File: src/rtl/sensor_monitor_pkg.sv
// sensor_monitor_pkg
// Shared definitions for the sensor monitor: the 2-bit debounce FSM state
// encoding and the default values of the top-level parameters.
// No ports.
package sensor_monitor_pkg;

   typedef enum logic [1:0] {
      IDLE     = 2'd0,
      RISE_CHK = 2'd1,
      ACTIVE   = 2'd2,
      FALL_CHK = 2'd3
   } state_t;

   localparam int DEB_LEN_DEF  = 4;
   localparam int CNT_W_DEF    = 8;
   localparam int ALARM_TH_DEF = 10;

endpackage

File: src/rtl/sensor_monitor_if.sv
// sensor_monitor_if
// Bundles every sensor_monitor signal except clock and reset.
//   Z_IN      sensor level, asynchronous to the clock
//   CLR       synchronous clear of event count, ALARM (and OVF)
//   RD_REQ    snapshot request level; a 0->1 change requests one snapshot
//   RD_ACK    single-cycle pulse; COUNT is valid while it is high and is
//             held until the next snapshot
//   COUNT     snapshot of the event count
//   ALARM     sticky threshold flag
//   LVL       debounced level
//   dbg_state current debounce FSM state
//   OVF       sticky saturation flag (only with SENSOR_MONITOR_SAT_EN)
// Handshake: RD_REQ is a level with no ready; each rising edge seen on a
// clock edge is answered by exactly one RD_ACK pulse in the following cycle.
// Modports: master drives the inputs, slave is the monitor side.
// Macro: SENSOR_MONITOR_SAT_EN adds OVF.
interface sensor_monitor_if #(
   parameter int CNT_W = sensor_monitor_pkg::CNT_W_DEF
) ();
   import sensor_monitor_pkg::*;

   logic             Z_IN;
   logic             CLR;
   logic             RD_REQ;
   logic             RD_ACK;
   logic [CNT_W-1:0] COUNT;
   logic             ALARM;
   logic             LVL;
   state_t           dbg_state;
`ifdef SENSOR_MONITOR_SAT_EN
   logic             OVF;

   modport master (output Z_IN, CLR, RD_REQ,
                   input  RD_ACK, COUNT, ALARM, LVL, dbg_state, OVF);
   modport slave  (input  Z_IN, CLR, RD_REQ,
                   output RD_ACK, COUNT, ALARM, LVL, dbg_state, OVF);
`else
   modport master (output Z_IN, CLR, RD_REQ,
                   input  RD_ACK, COUNT, ALARM, LVL, dbg_state);
   modport slave  (input  Z_IN, CLR, RD_REQ,
                   output RD_ACK, COUNT, ALARM, LVL, dbg_state);
`endif

endinterface

File: src/rtl/sensor_monitor_sync.sv
// sensor_sync
// Two-flop synchroniser for a single asynchronous level.
// Ports: clk, rst (async active-high, clears both flops), d (async in),
//        q (synchronised out).
module sensor_sync (
   input  logic clk,
   input  logic rst,
   input  logic d,
   output logic q
);

   logic meta_q;
   logic sync_q;

   always_ff @(posedge clk or posedge rst) begin
      if (rst) begin
         meta_q <= 1'b0;
         sync_q <= 1'b0;
      end else begin
         meta_q <= d;
         sync_q <= meta_q;
      end
   end

   assign q = sync_q;

endmodule

File: src/rtl/sensor_monitor.sv
// sensor_monitor
// Debounces a synchronised sensor level, counts accepted rising levels as
// events, raises a sticky ALARM at a threshold and offers a snapshot of the
// count through a RD_REQ/RD_ACK handshake.
// Ports: CLK (sole clock), MR (async active-high reset), bus
// (sensor_monitor_if.slave, all other signals).
// Parameters: DEB_LEN (1..15 consecutive samples), CNT_W (count width),
// ALARM_TH (event count that sets ALARM).
// Macro: SENSOR_MONITOR_SAT_EN makes the count saturate and adds sticky OVF;
// without it the count wraps and ALARM stays set across the wrap.
module sensor_monitor
   import sensor_monitor_pkg::*;
#(
   parameter int DEB_LEN  = DEB_LEN_DEF,
   parameter int CNT_W    = CNT_W_DEF,
   parameter int ALARM_TH = ALARM_TH_DEF
) (
   input logic             CLK,
   input logic             MR,
   sensor_monitor_if.slave bus
);

   localparam logic [3:0]       DEB_TGT    = 4'(DEB_LEN);
   localparam logic [31:0]      ALARM_TH_U = ALARM_TH;
   localparam logic [CNT_W-1:0] CNT_ONE    = CNT_W'(1);

   logic             sample;
   state_t           state_q, state_d;
   logic [3:0]       deb_q, deb_d;
   logic [CNT_W-1:0] cnt_q, cnt_d;
   logic [CNT_W-1:0] snap_q, snap_d;
   logic             alarm_q, alarm_d;
   logic             ack_q, ack_d;
   logic             req_q;
   logic             event_w;
   logic             req_rise;
`ifdef SENSOR_MONITOR_SAT_EN
   localparam logic [CNT_W-1:0] CNT_MAX = '1;
   logic             ovf_q, ovf_d;
`endif

   sensor_sync u_sync (
      .clk (CLK),
      .rst (MR),
      .d   (bus.Z_IN),
      .q   (sample)
   );

   always_ff @(posedge CLK or posedge MR) begin
      if (MR) begin
         state_q <= IDLE;
         deb_q   <= 4'd0;
         cnt_q   <= '0;
         snap_q  <= '0;
         alarm_q <= 1'b0;
         ack_q   <= 1'b0;
         req_q   <= 1'b0;
`ifdef SENSOR_MONITOR_SAT_EN
         ovf_q   <= 1'b0;
`endif
      end else begin
         state_q <= state_d;
         deb_q   <= deb_d;
         cnt_q   <= cnt_d;
         snap_q  <= snap_d;
         alarm_q <= alarm_d;
         ack_q   <= ack_d;
         req_q   <= bus.RD_REQ;
`ifdef SENSOR_MONITOR_SAT_EN
         ovf_q   <= ovf_d;
`endif
      end
   end

   // Debounce FSM. deb counts consecutive samples at the pending level; the
   // state flips on the edge where deb would reach DEB_LEN, so a level held
   // from its first sampled edge is accepted on edge 2+DEB_LEN.
   always_comb begin
      state_d = state_q;
      deb_d   = deb_q;
      event_w = 1'b0;
      case (state_q)
         IDLE: begin
            if (sample) begin
               if (DEB_TGT == 4'd1) begin
                  state_d = ACTIVE;
                  event_w = 1'b1;
               end else begin
                  state_d = RISE_CHK;
                  deb_d   = 4'd1;
               end
            end
         end
         RISE_CHK: begin
            if (!sample) begin
               state_d = IDLE;
               deb_d   = 4'd0;
            end else if (deb_q + 4'd1 == DEB_TGT) begin
               state_d = ACTIVE;
               deb_d   = 4'd0;
               event_w = 1'b1;
            end else begin
               deb_d = deb_q + 4'd1;
            end
         end
         ACTIVE: begin
            if (!sample) begin
               if (DEB_TGT == 4'd1) begin
                  state_d = IDLE;
               end else begin
                  state_d = FALL_CHK;
                  deb_d   = 4'd1;
               end
            end
         end
         FALL_CHK: begin
            if (sample) begin
               state_d = ACTIVE;
               deb_d   = 4'd0;
            end else if (deb_q + 4'd1 == DEB_TGT) begin
               state_d = IDLE;
               deb_d   = 4'd0;
            end else begin
               deb_d = deb_q + 4'd1;
            end
         end
         default: begin
            state_d = IDLE;
            deb_d   = 4'd0;
         end
      endcase
   end

   // Event count and flags; CLR overrides an event landing on the same edge.
   always_comb begin
      cnt_d   = cnt_q;
      alarm_d = alarm_q;
`ifdef SENSOR_MONITOR_SAT_EN
      ovf_d   = ovf_q;
`endif
      if (bus.CLR) begin
         cnt_d   = '0;
         alarm_d = 1'b0;
`ifdef SENSOR_MONITOR_SAT_EN
         ovf_d   = 1'b0;
`endif
      end else begin
         if (event_w) begin
`ifdef SENSOR_MONITOR_SAT_EN
            if (cnt_q == CNT_MAX) begin
               ovf_d = 1'b1;
            end else begin
               cnt_d = cnt_q + CNT_ONE;
            end
`else
            cnt_d = cnt_q + CNT_ONE;
`endif
         end
         if (32'(cnt_d) >= ALARM_TH_U) begin
            alarm_d = 1'b1;
         end
      end
   end

   // Snapshot takes the registered (pre-increment, pre-clear) count.
   always_comb begin
      req_rise = bus.RD_REQ & ~req_q;
      ack_d    = req_rise;
      snap_d   = req_rise ? cnt_q : snap_q;
   end

   assign bus.RD_ACK    = ack_q;
   assign bus.COUNT     = snap_q;
   assign bus.ALARM     = alarm_q;
   assign bus.LVL       = (state_q == ACTIVE) || (state_q == FALL_CHK);
   assign bus.dbg_state = state_q;
`ifdef SENSOR_MONITOR_SAT_EN
   assign bus.OVF       = ovf_q;
`endif

endmodule

File: src/flat_wrapper.sv
// flat-port wrapper written by rule: the top's interface ports become plain ports
module sensor_monitor_flat import sensor_monitor_pkg::*;
#(
   parameter int DEB_LEN  = DEB_LEN_DEF,
   parameter int CNT_W    = CNT_W_DEF,
   parameter int ALARM_TH = ALARM_TH_DEF
)
  (CLK, MR, bus_Z_IN, bus_CLR, bus_RD_REQ, bus_RD_ACK, bus_COUNT, bus_ALARM, bus_LVL, bus_dbg_state);
  sensor_monitor_if #(.CNT_W(CNT_W)) bus_i ();
  input logic CLK;
  input logic MR;
  input wire logic [$bits(bus_i.Z_IN)-1:0] bus_Z_IN;
  input wire logic [$bits(bus_i.CLR)-1:0] bus_CLR;
  input wire logic [$bits(bus_i.RD_REQ)-1:0] bus_RD_REQ;
  output wire logic [$bits(bus_i.RD_ACK)-1:0] bus_RD_ACK;
  output wire logic [$bits(bus_i.COUNT)-1:0] bus_COUNT;
  output wire logic [$bits(bus_i.ALARM)-1:0] bus_ALARM;
  output wire logic [$bits(bus_i.LVL)-1:0] bus_LVL;
  output wire logic [$bits(bus_i.dbg_state)-1:0] bus_dbg_state;
  assign bus_i.Z_IN = bus_Z_IN;
  assign bus_i.CLR = bus_CLR;
  assign bus_i.RD_REQ = bus_RD_REQ;
  assign bus_RD_ACK = bus_i.RD_ACK;
  assign bus_COUNT = bus_i.COUNT;
  assign bus_ALARM = bus_i.ALARM;
  assign bus_LVL = bus_i.LVL;
  assign bus_dbg_state = bus_i.dbg_state;
  sensor_monitor #(.DEB_LEN(DEB_LEN), .CNT_W(CNT_W), .ALARM_TH(ALARM_TH)) u_core (.CLK(CLK), .MR(MR), .bus(bus_i));
endmodule
File: config.mk
export PLATFORM = sky130hd
export DESIGN_NAME = sensor_monitor_flat
export DESIGN_NICKNAME = d
export VERILOG_FILES = /design/src/rtl/sensor_monitor_pkg.sv /design/src/rtl/sensor_monitor_if.sv /design/src/rtl/sensor_monitor_sync.sv /design/src/rtl/sensor_monitor.sv /design/src/flat_wrapper.sv
export SDC_FILE = /design/constraint.sdc
export NUM_CORES = 1
export LEC_CHECK = 0
export ABC_AREA = 0
export BUFFER_PORTS_ARGS = -buffer_cell sky130_fd_sc_hd__clkbuf_2
export CAP_MARGIN = 5
export CORE_UTILIZATION = 54
export DETAILED_ROUTE_END_ITERATION = 16
export PLACE_DENSITY = 0.88
export SYNTH_ARGS = -nofsm -noshare
export SYNTH_HDL_FRONTEND = slang
export SYNTH_SLANG_ARGS = --single-unit
File: constraint.sdc
create_clock -name CLK -period 2.35 [get_ports CLK]
set_input_delay 0.705 -clock CLK [delete_from_list [all_inputs] [get_ports CLK]]
set_output_delay 0.705 -clock CLK [all_outputs]
set_load 0.02 [all_outputs]
==> flow_summary.json, run 1 <==
{
  "status": "finished, final reports clean",
  "initial_core_util": 0.574,
  "synthesis.nets": 126,
  "layout_commonest_cell": "dfrtp_1",
  "yosysUniqueCellTypes": 31,
  "grt_pass1_wl_microns": 3660,
  "grt_util_all_layers": 0.193,
  "post-cts-setup-buffers": 0,
  "grt_pass1_vias": 863,
  "crit_path_end_kind": "register",
  "p_int_uw": 654,
  "post_cts_resized": 0,
  "postRouteWirelength_microns": 2170,
  "power_uw": 980,
  "synth_area_per_cell_sq_um": 10.9,
  "via_per_inst": 5.53,
  "grt-ovfl-total": 0,
  "fin_crit_ns": 2.11,
  "place_inst": 160,
  "io_buffer_count": 17,
  "p_sw_uw": 325,
  "cts_sinks": 27,
  "fin_cells": 164,
  "share_comb_of_total_power": 0.211,
  "worstPathMaxFanout": 11,
  "drc_errors": 0,
  "fin_setup_tns_ns": 0,
  "worstHoldStart": "u_core.u_sync.meta_q",
  "start_kind": "register",
  "hold_viol": 0,
  "tightest_slew_ns": 0.486,
  "maxCapViolations": 0,
  "slew_headroom": 0.675,
  "hp-class": "register to register",
  "grt_max_degree": 28,
  "dp_hpwl_microns": 1620,
  "dieArea_sq_mm": 0.00257,
  "cts_tree": "done",
  "r2r_start": "u_core.deb_q[0]",
  "die_x_microns": 50.7,
  "mostFrequentLayoutCells": "27 x dfrtp_1, 17 x clkbuf_2, 13 x nor2_1",
  "yosys.area.top_type": "dfrtp_1",
  "synth_area_leaders": "dfrtp_1 53%, mux2_2 7.0%, nor2_1 3.8%, nor3_2 3.1%, ha_1 2.9%",
  "netlist_instances": 118,
  "cts_made_buffers": 3,
  "ys_ff_latch": 27,
  "final_area_sq_mm": 0.00142,
  "antenna_found_initial": 0,
  "via_count": 907,
  "required_ns": 2.57,
  "clock-root-buffer": "clkbuf_4",
  "rsz0062_at_grt": "no",
  "coreArea_sq_mm": 0.00223,
  "ys_warn_count": 0,
  "startpoint": "u_core.deb_q[0]",
  "syn_area_sq_mm": 0.00128,
  "ant_nets": 0,
  "fin_ws_ns": 0.238,
  "drt_iter0_markers": 20,
  "placed_area_sq_mm": 0.00139,
  "fill_cells": 180,
  "place_ws_ns": 0.270,
  "wl_per_cell_microns": 13.2,
  "diodes": 0,
  "drt-pass1-iter-count": 4,
  "ir_drop_uv": 516,
  "die_y_microns": 50.7,
  "rows": 17,
  "clockBufferDepth": 2,
  "fmax_ghz": 0.474,
  "slew_viol_final": 0,
  "layout.nets": 145,
  "place_congestion": 0.825,
  "holdBufCountCts": 0,
  "cp.arrival_ns": 2.34,
  "clock_skew_ns": 0.00308,
  "pwr-share-clk": 0.213,
  "fin_crit_sh": 0.899,
  "finalSetupViolCount": 0,
  "p_per_area_mw_per_mm2": 691,
  "seq_power_share": 0.576,
  "leakage_uw": 0.000676,
  "path_class": "register to register",
  "h-tree-depth": 1,
  "clk_pin_slew_ns": 0.15,
  "swShare": 0.332,
  "insertion_delay_ns": 0.33,
  "syn2layout_area_growth_pct": 10.5,
  "drive_gt1_frac": 0.250,
  "seq_area_frac_synth": 0.527,
  "pin_count": 18,
  "synth_top_area_frac": 0.527
}
-- worst max-delay path, cell delays in order (launching register included) --
cell	delay [ns]
dfrtp_1	0.48
ha_1	0.24
nor2b_1	0.19
nand4_1	0.14
o22a_1	0.40
o21a_1	0.26
o22ai_1	0.20
a31oi_1	0.10
-- metrics by stage --
| stage | hold slack, ns | util |
|---|---|---|
| 5_1_grt | 0.382 | 0.635 |
| 3_3_place_gp | 0.336 | 0.621 |
| 3_5_place_dp | 0.337 | 0.621 |
| 2_1_floorplan | 0.331 | - |
| 6_report | 0.367 | 0.635 |
| 4_1_cts | 0.369 | 0.635 |
-- logic make-up after synthesis --
logic type / Yosys count / share of synthesized area
simple gates: 46 / 0.190
flops: 27 / 0.527
compound gates: 16 / 0.0839
mux: 10 / 0.0859
xor+xnor: 8 / 0.0546
buf+inv: 8 / 0.0293
fa+ha+maj: 3 / 0.0293
-- worst paths after layout --
kind | end | slack, ns | depth (start not counted)
worst max-delay path | u_core.bus.ALARM | 0.24 | 7
worst min-delay path | u_core.u_sync.q | 0.37 | 0
worst max register to register | u_core.bus.ALARM | 0.24 | 7
worst min register to register | u_core.u_sync.q | 0.37 | 0
max in group asynchronous | u_core.deb_q[0] | 1.72 | 3
min in group asynchronous | u_core.bus.COUNT[5] | 0.38 | 3
-- layout make-up --
| type | instances | area, sq um | share of cell area |
|---|---|---|---|
| flip-flops and latches | 27 | 676 | 0.477 |
| multi-input cells | 83 | 569 | 0.402 |
| repair buffers | 18 | 92.6 | 0.0653 |
| well taps | 28 | 35.0 | 0.0247 |
| clock buffers | 3 | 22.5 | 0.0159 |
| inverters | 4 | 15.0 | 0.0106 |
| clock inverters | 1 | 7.51 | 0.00530 |
-- cells in the mapped netlist --
cell      count
dfrtp_1      27
nor2_1       13
nand2_1       9
mux2_2        8
o21ai_0       5
inv_1         4
nand2b_1      4
nand3_1       4
nor3_2        4
xnor2_1       4
xor2_1        4
ha_1          3
nand4_1       3
nor2b_1       3
o21a_1        3
and2_1        2
clkbuf_1      2
mux2i_1       2
o22ai_1       2
a21oi_1       1
a31oi_1       1
buf_1         1
buf_6         1
nand4b_1      1
nor3_1        1
nor4_1        1
o21ba_1       1
o22a_1        1
o32ai_1       1
o41ai_1       1
or2_0         1
-- routing by layer --
| layer | GRT usage | share of wire | up-vias |
|---|---|---|---|
| met1 | 0.233 | 0.46 | 435 |
| met2 | 0.336 | 0.49 | 23 |
| li1 | - | - | 443 |
| met4 | 0.0926 | 0.017 | 0 |
| met3 | 0.0303 | 0.034 | 6 |
| met5 | 0 | 0 | - |
-- sequential cells by signal, indices dropped and copies added, names as in the netlist, named ones only --
name,flops
u_core.u_sync.q,1
u_core.bus.ALARM,1
u_core.deb_q,4
u_core.bus.RD_ACK,1
u_core.cnt_q,8
u_core.bus.dbg_state,1
u_core.u_sync.meta_q,1
u_core.bus.COUNT,8
u_core.req_q,1
-- power groups by stage --
stage | logic (uW) | registers, uW | clock network (uW)
finish | 207 | 564 | 209
global route | 230 | 569 | 225
CTS | 208 | 560 | 211
detailed placement | 208 | 569 | 0
global placement | 200 | 563 | 0
floorplan | 138 | 577 | 0
Power figures use the tool's default switching activity.
==> run 2: changes to the inputs <==
--- a/config.mk
+++ b/config.mk
@@ -5,12 +5,12 @@
 export SDC_FILE = /design/constraint.sdc
 export NUM_CORES = 1
 export LEC_CHECK = 0
-export ABC_AREA = 0
+export ABC_AREA = 1
 export BUFFER_PORTS_ARGS = -buffer_cell sky130_fd_sc_hd__clkbuf_2
 export CAP_MARGIN = 5
 export CORE_UTILIZATION = 54
 export DETAILED_ROUTE_END_ITERATION = 16
-export PLACE_DENSITY = 0.88
+export PLACE_DENSITY = 0.87
 export SYNTH_ARGS = -nofsm -noshare
 export SYNTH_HDL_FRONTEND = slang
 export SYNTH_SLANG_ARGS = --single-unit
==> run 2 against run 1 <==
First-iteration DRC count up 45%. Sequential cell count unchanged. Largest cell class unchanged. Highest routed layer unchanged. Critical endpoint unchanged. Worst hold slack worse by 0.078 ns. Critical path depth up 4. Synthesized cell count up 40%. Final cell count up 29%. Clock power down 6%. Core utilization up 1.8 points. Sequential share of layout area down 2.2 points.
==> flow_summary.json, run 2 <==
{
  "layout_commonest_cell": "nand2_1",
  "via_per_inst": 5.13,
  "crit_path_end_kind": "register",
  "synth_top_area_frac": 0.503,
  "via_count": 1087,
  "utilization": 0.653,
  "io_buffer_count": 17,
  "h-tree-depth": 1,
  "post-cts-setup-buffers": 0,
  "cts_tree": "done",
  "initial_core_util": 0.590,
  "fin_ws_ns": 0.566,
  "fin_crit_ns": 1.78,
  "synthXorXnorAreaFrac": 0.0130,
  "dieArea_sq_mm": 0.00269,
  "pin_count": 18,
  "syn2layout_area_growth_pct": 10.6,
  "fill_cells": 190,
  "synthSimpleGateAreaFrac": 0.287,
  "cts_made_buffers": 3,
  "path_class": "register to register",
  "place_ws_ns": 0.614,
  "die_y_microns": 51.9,
  "required_ns": 2.57,
  "layout.nets": 193,
  "slowest_delay_ns": 0.47,
  "dp_hpwl_microns": 1910,
  "netlist_instances": 165,
  "leakage_uw": 0.000746,
  "ys_top_cells_by_count": "47 x nand2_1, 27 x dfrtp_1, 21 x inv_1",
  "synth.most_common_cell": "nand2_1",
  "insertion_delay_ns": 0.32,
  "start_kind": "register",
  "postRouteWirelength_microns": 2500,
  "hp-class": "input port to async pin",
  "grt_util_all_layers": 0.218,
  "rows": 17,
  "grt-ovfl-total": 0,
  "clock-root-buffer": "clkbuf_4",
  "clk_pin_slew_ns": 0.14,
  "grt_max_degree": 20,
  "post_cts_resized": 0,
  "drc_errors": 0,
  "die_x_microns": 51.9,
  "grt_pass1_vias": 1064,
  "async_flop_share": 1.00,
  "cts_sinks": 27,
  "final_area_sq_mm": 0.00149,
  "fin_crit_sh": 0.759,
  "cpMostUsedCell": "nor2_1",
  "yosysUniqueCellTypes": 26,
  "diodes": 0,
  "synth_mux_area_frac": 0,
  "yosys.area_share.adder": 0.0279,
  "wl_per_cell_microns": 11.8,
  "p_per_area_mw_per_mm2": 670,
  "coreArea_sq_mm": 0.00228,
  "ys_warn_count": 0,
  "drive_gt1_frac": 0.174,
  "clock_skew_ns": 0.00134,
  "grt_pass1_wl_microns": 4320,
  "ir_drop_uv": 658,
  "place_congestion": 0.858,
  "status": "finished, final reports clean",
  "cp.arrival_ns": 2.01,
  "ys_ff_latch": 27,
  "synth-main-ff-cell": "dfrtp_1",
  "clockBufferDepth": 2,
  "drt_iter0_markers": 29,
  "hold_viol": 0,
  "synth_area_per_cell_sq_um": 8.14,
  "yosys.area.top_type": "dfrtp_1",
  "drt-pass1-iter-count": 4,
  "seq_area_frac_synth": 0.503,
  "fin_setup_tns_ns": 0,
  "reg2reg_slack_ns": 0.57,
  "worstPathMaxFanout": 10,
  "rsz0062_at_grt": "no",
  "slew_headroom": 0.753,
  "synth_area_leaders": "dfrtp_1 50%, nand2_1 13%, inv_1 5.9%, o21ai_0 4.5%, nor2_1 4.5%",
  "crit_family": "simple AND/OR/NAND/NOR gates",
  "maxCapViolations": 0,
  "critPathBufInv": 0,
  "synth_top_family_by_area": "simple AND/OR/NAND/NOR gates",
  "tightest_slew_ns": 0.367,
  "fmax_ghz": 0.560,
  "mostFrequentLayoutCells": "47 x nand2_1, 27 x dfrtp_1, 21 x inv_1",
  "synthesis.nets": 173,
  "holdBufCountCts": 0,
  "slew_viol_final": 0,
  "path_cells": "ha_1 -> nand2_1 -> nand2_2 -> nor2_4 -> nand3_4 -> nor2_2 -> nor2_1 -> nor2_1 -> nand2_1 -> nor2_1 -> nor2_1",
  "synth-compound-area-share": 0.0968,
  "antenna_found_initial": 0,
  "syn_area_sq_mm": 0.00134,
  "finalSetupViolCount": 0,
  "cp_slowest_cell": "dfrtp_1",
  "synth_edf_count": 0,
  "placed_area_sq_mm": 0.00146,
  "ant_nets": 0
}
-- run 2: changes by cell type in the layout (fill, tap and decap cells not counted), sizes merged, moves of 4 or more --
cell | before | now
a21oi | 1 | 6
inv | 4 | 23
mux2 | 8 | 0
nand2 | 9 | 49
nand2b | 4 | 0
nand3 | 4 | 8
nor2 | 13 | 21
nor3 | 5 | 1
o21ai | 5 | 12
-- run 2: area by class of cell --
| class | instances | area [sq um] | share of cell area |
|---|---|---|---|
| multi-input cells | 112 | 571 | 0.384 |
| repair buffers | 18 | 92.6 | 0.0623 |
| clock buffers | 4 | 26.3 | 0.0177 |
| inverters | 23 | 86.3 | 0.0581 |
| well taps | 28 | 35.0 | 0.0236 |
| flip-flops and latches | 27 | 676 | 0.455 |
-- run 2: kinds of logic (layout without fill, tap and decap cells) --
logic type      after synthesis  after routing
simple gates                 84             84
flops                        27             27
buf+inv                      26             45
compound gates               23             23
fa+ha+maj                     3              3
xor+xnor                      2              2
-- run 2: worst register-to-register path: cells and delay by family (launching register included) --
family	cells	cell delay (ns)
simple gates	10	0.97
flops	1	0.47
fa+ha+maj	1	0.25
-- run 2: worst paths after layout --
kind	to	cells after the start	start
setup / recovery	u_core.bus.ALARM	11	u_core.deb_q[0]
hold / removal	u_core.deb_q[2]	2	MR
setup reg to reg	u_core.bus.ALARM	11	u_core.deb_q[0]
hold reg to reg	u_core.u_sync.q	0	u_core.u_sync.meta_q
max in group asynchronous	u_core.cnt_q[7]	3	MR
min in group CLK	u_core.u_sync.q	0	u_core.u_sync.meta_q
-- run 2: metal layers --
metal,part of all wire,wire (microns),track usage
met1,0.49,1230,0.285
met5,0,0,0
met2,0.45,1130,0.357
met4,0.012,31,0.0946
met3,0.041,102,0.0322
-- run 2: power breakdown --
| group | total [uW] | internal (uW) | switching (uW) |
|---|---|---|---|
| clock network | 197 | 66.4 | 131 |
| registers | 559 | 503 | 55.8 |
| logic | 240 | 80.0 | 160 |
-- run 2: per-stage QoR --
step / hold WS, ns / power, uW / cells
finish: 0.289 / 995 / 212
floorplan: 0.331 / 743 / 165
global route: 0.311 / 1060 / 212
CTS: 0.287 / 1000 / 212
detailed placement: 0.346 / 807 / 208
global placement: 0.341 / 796 / 208
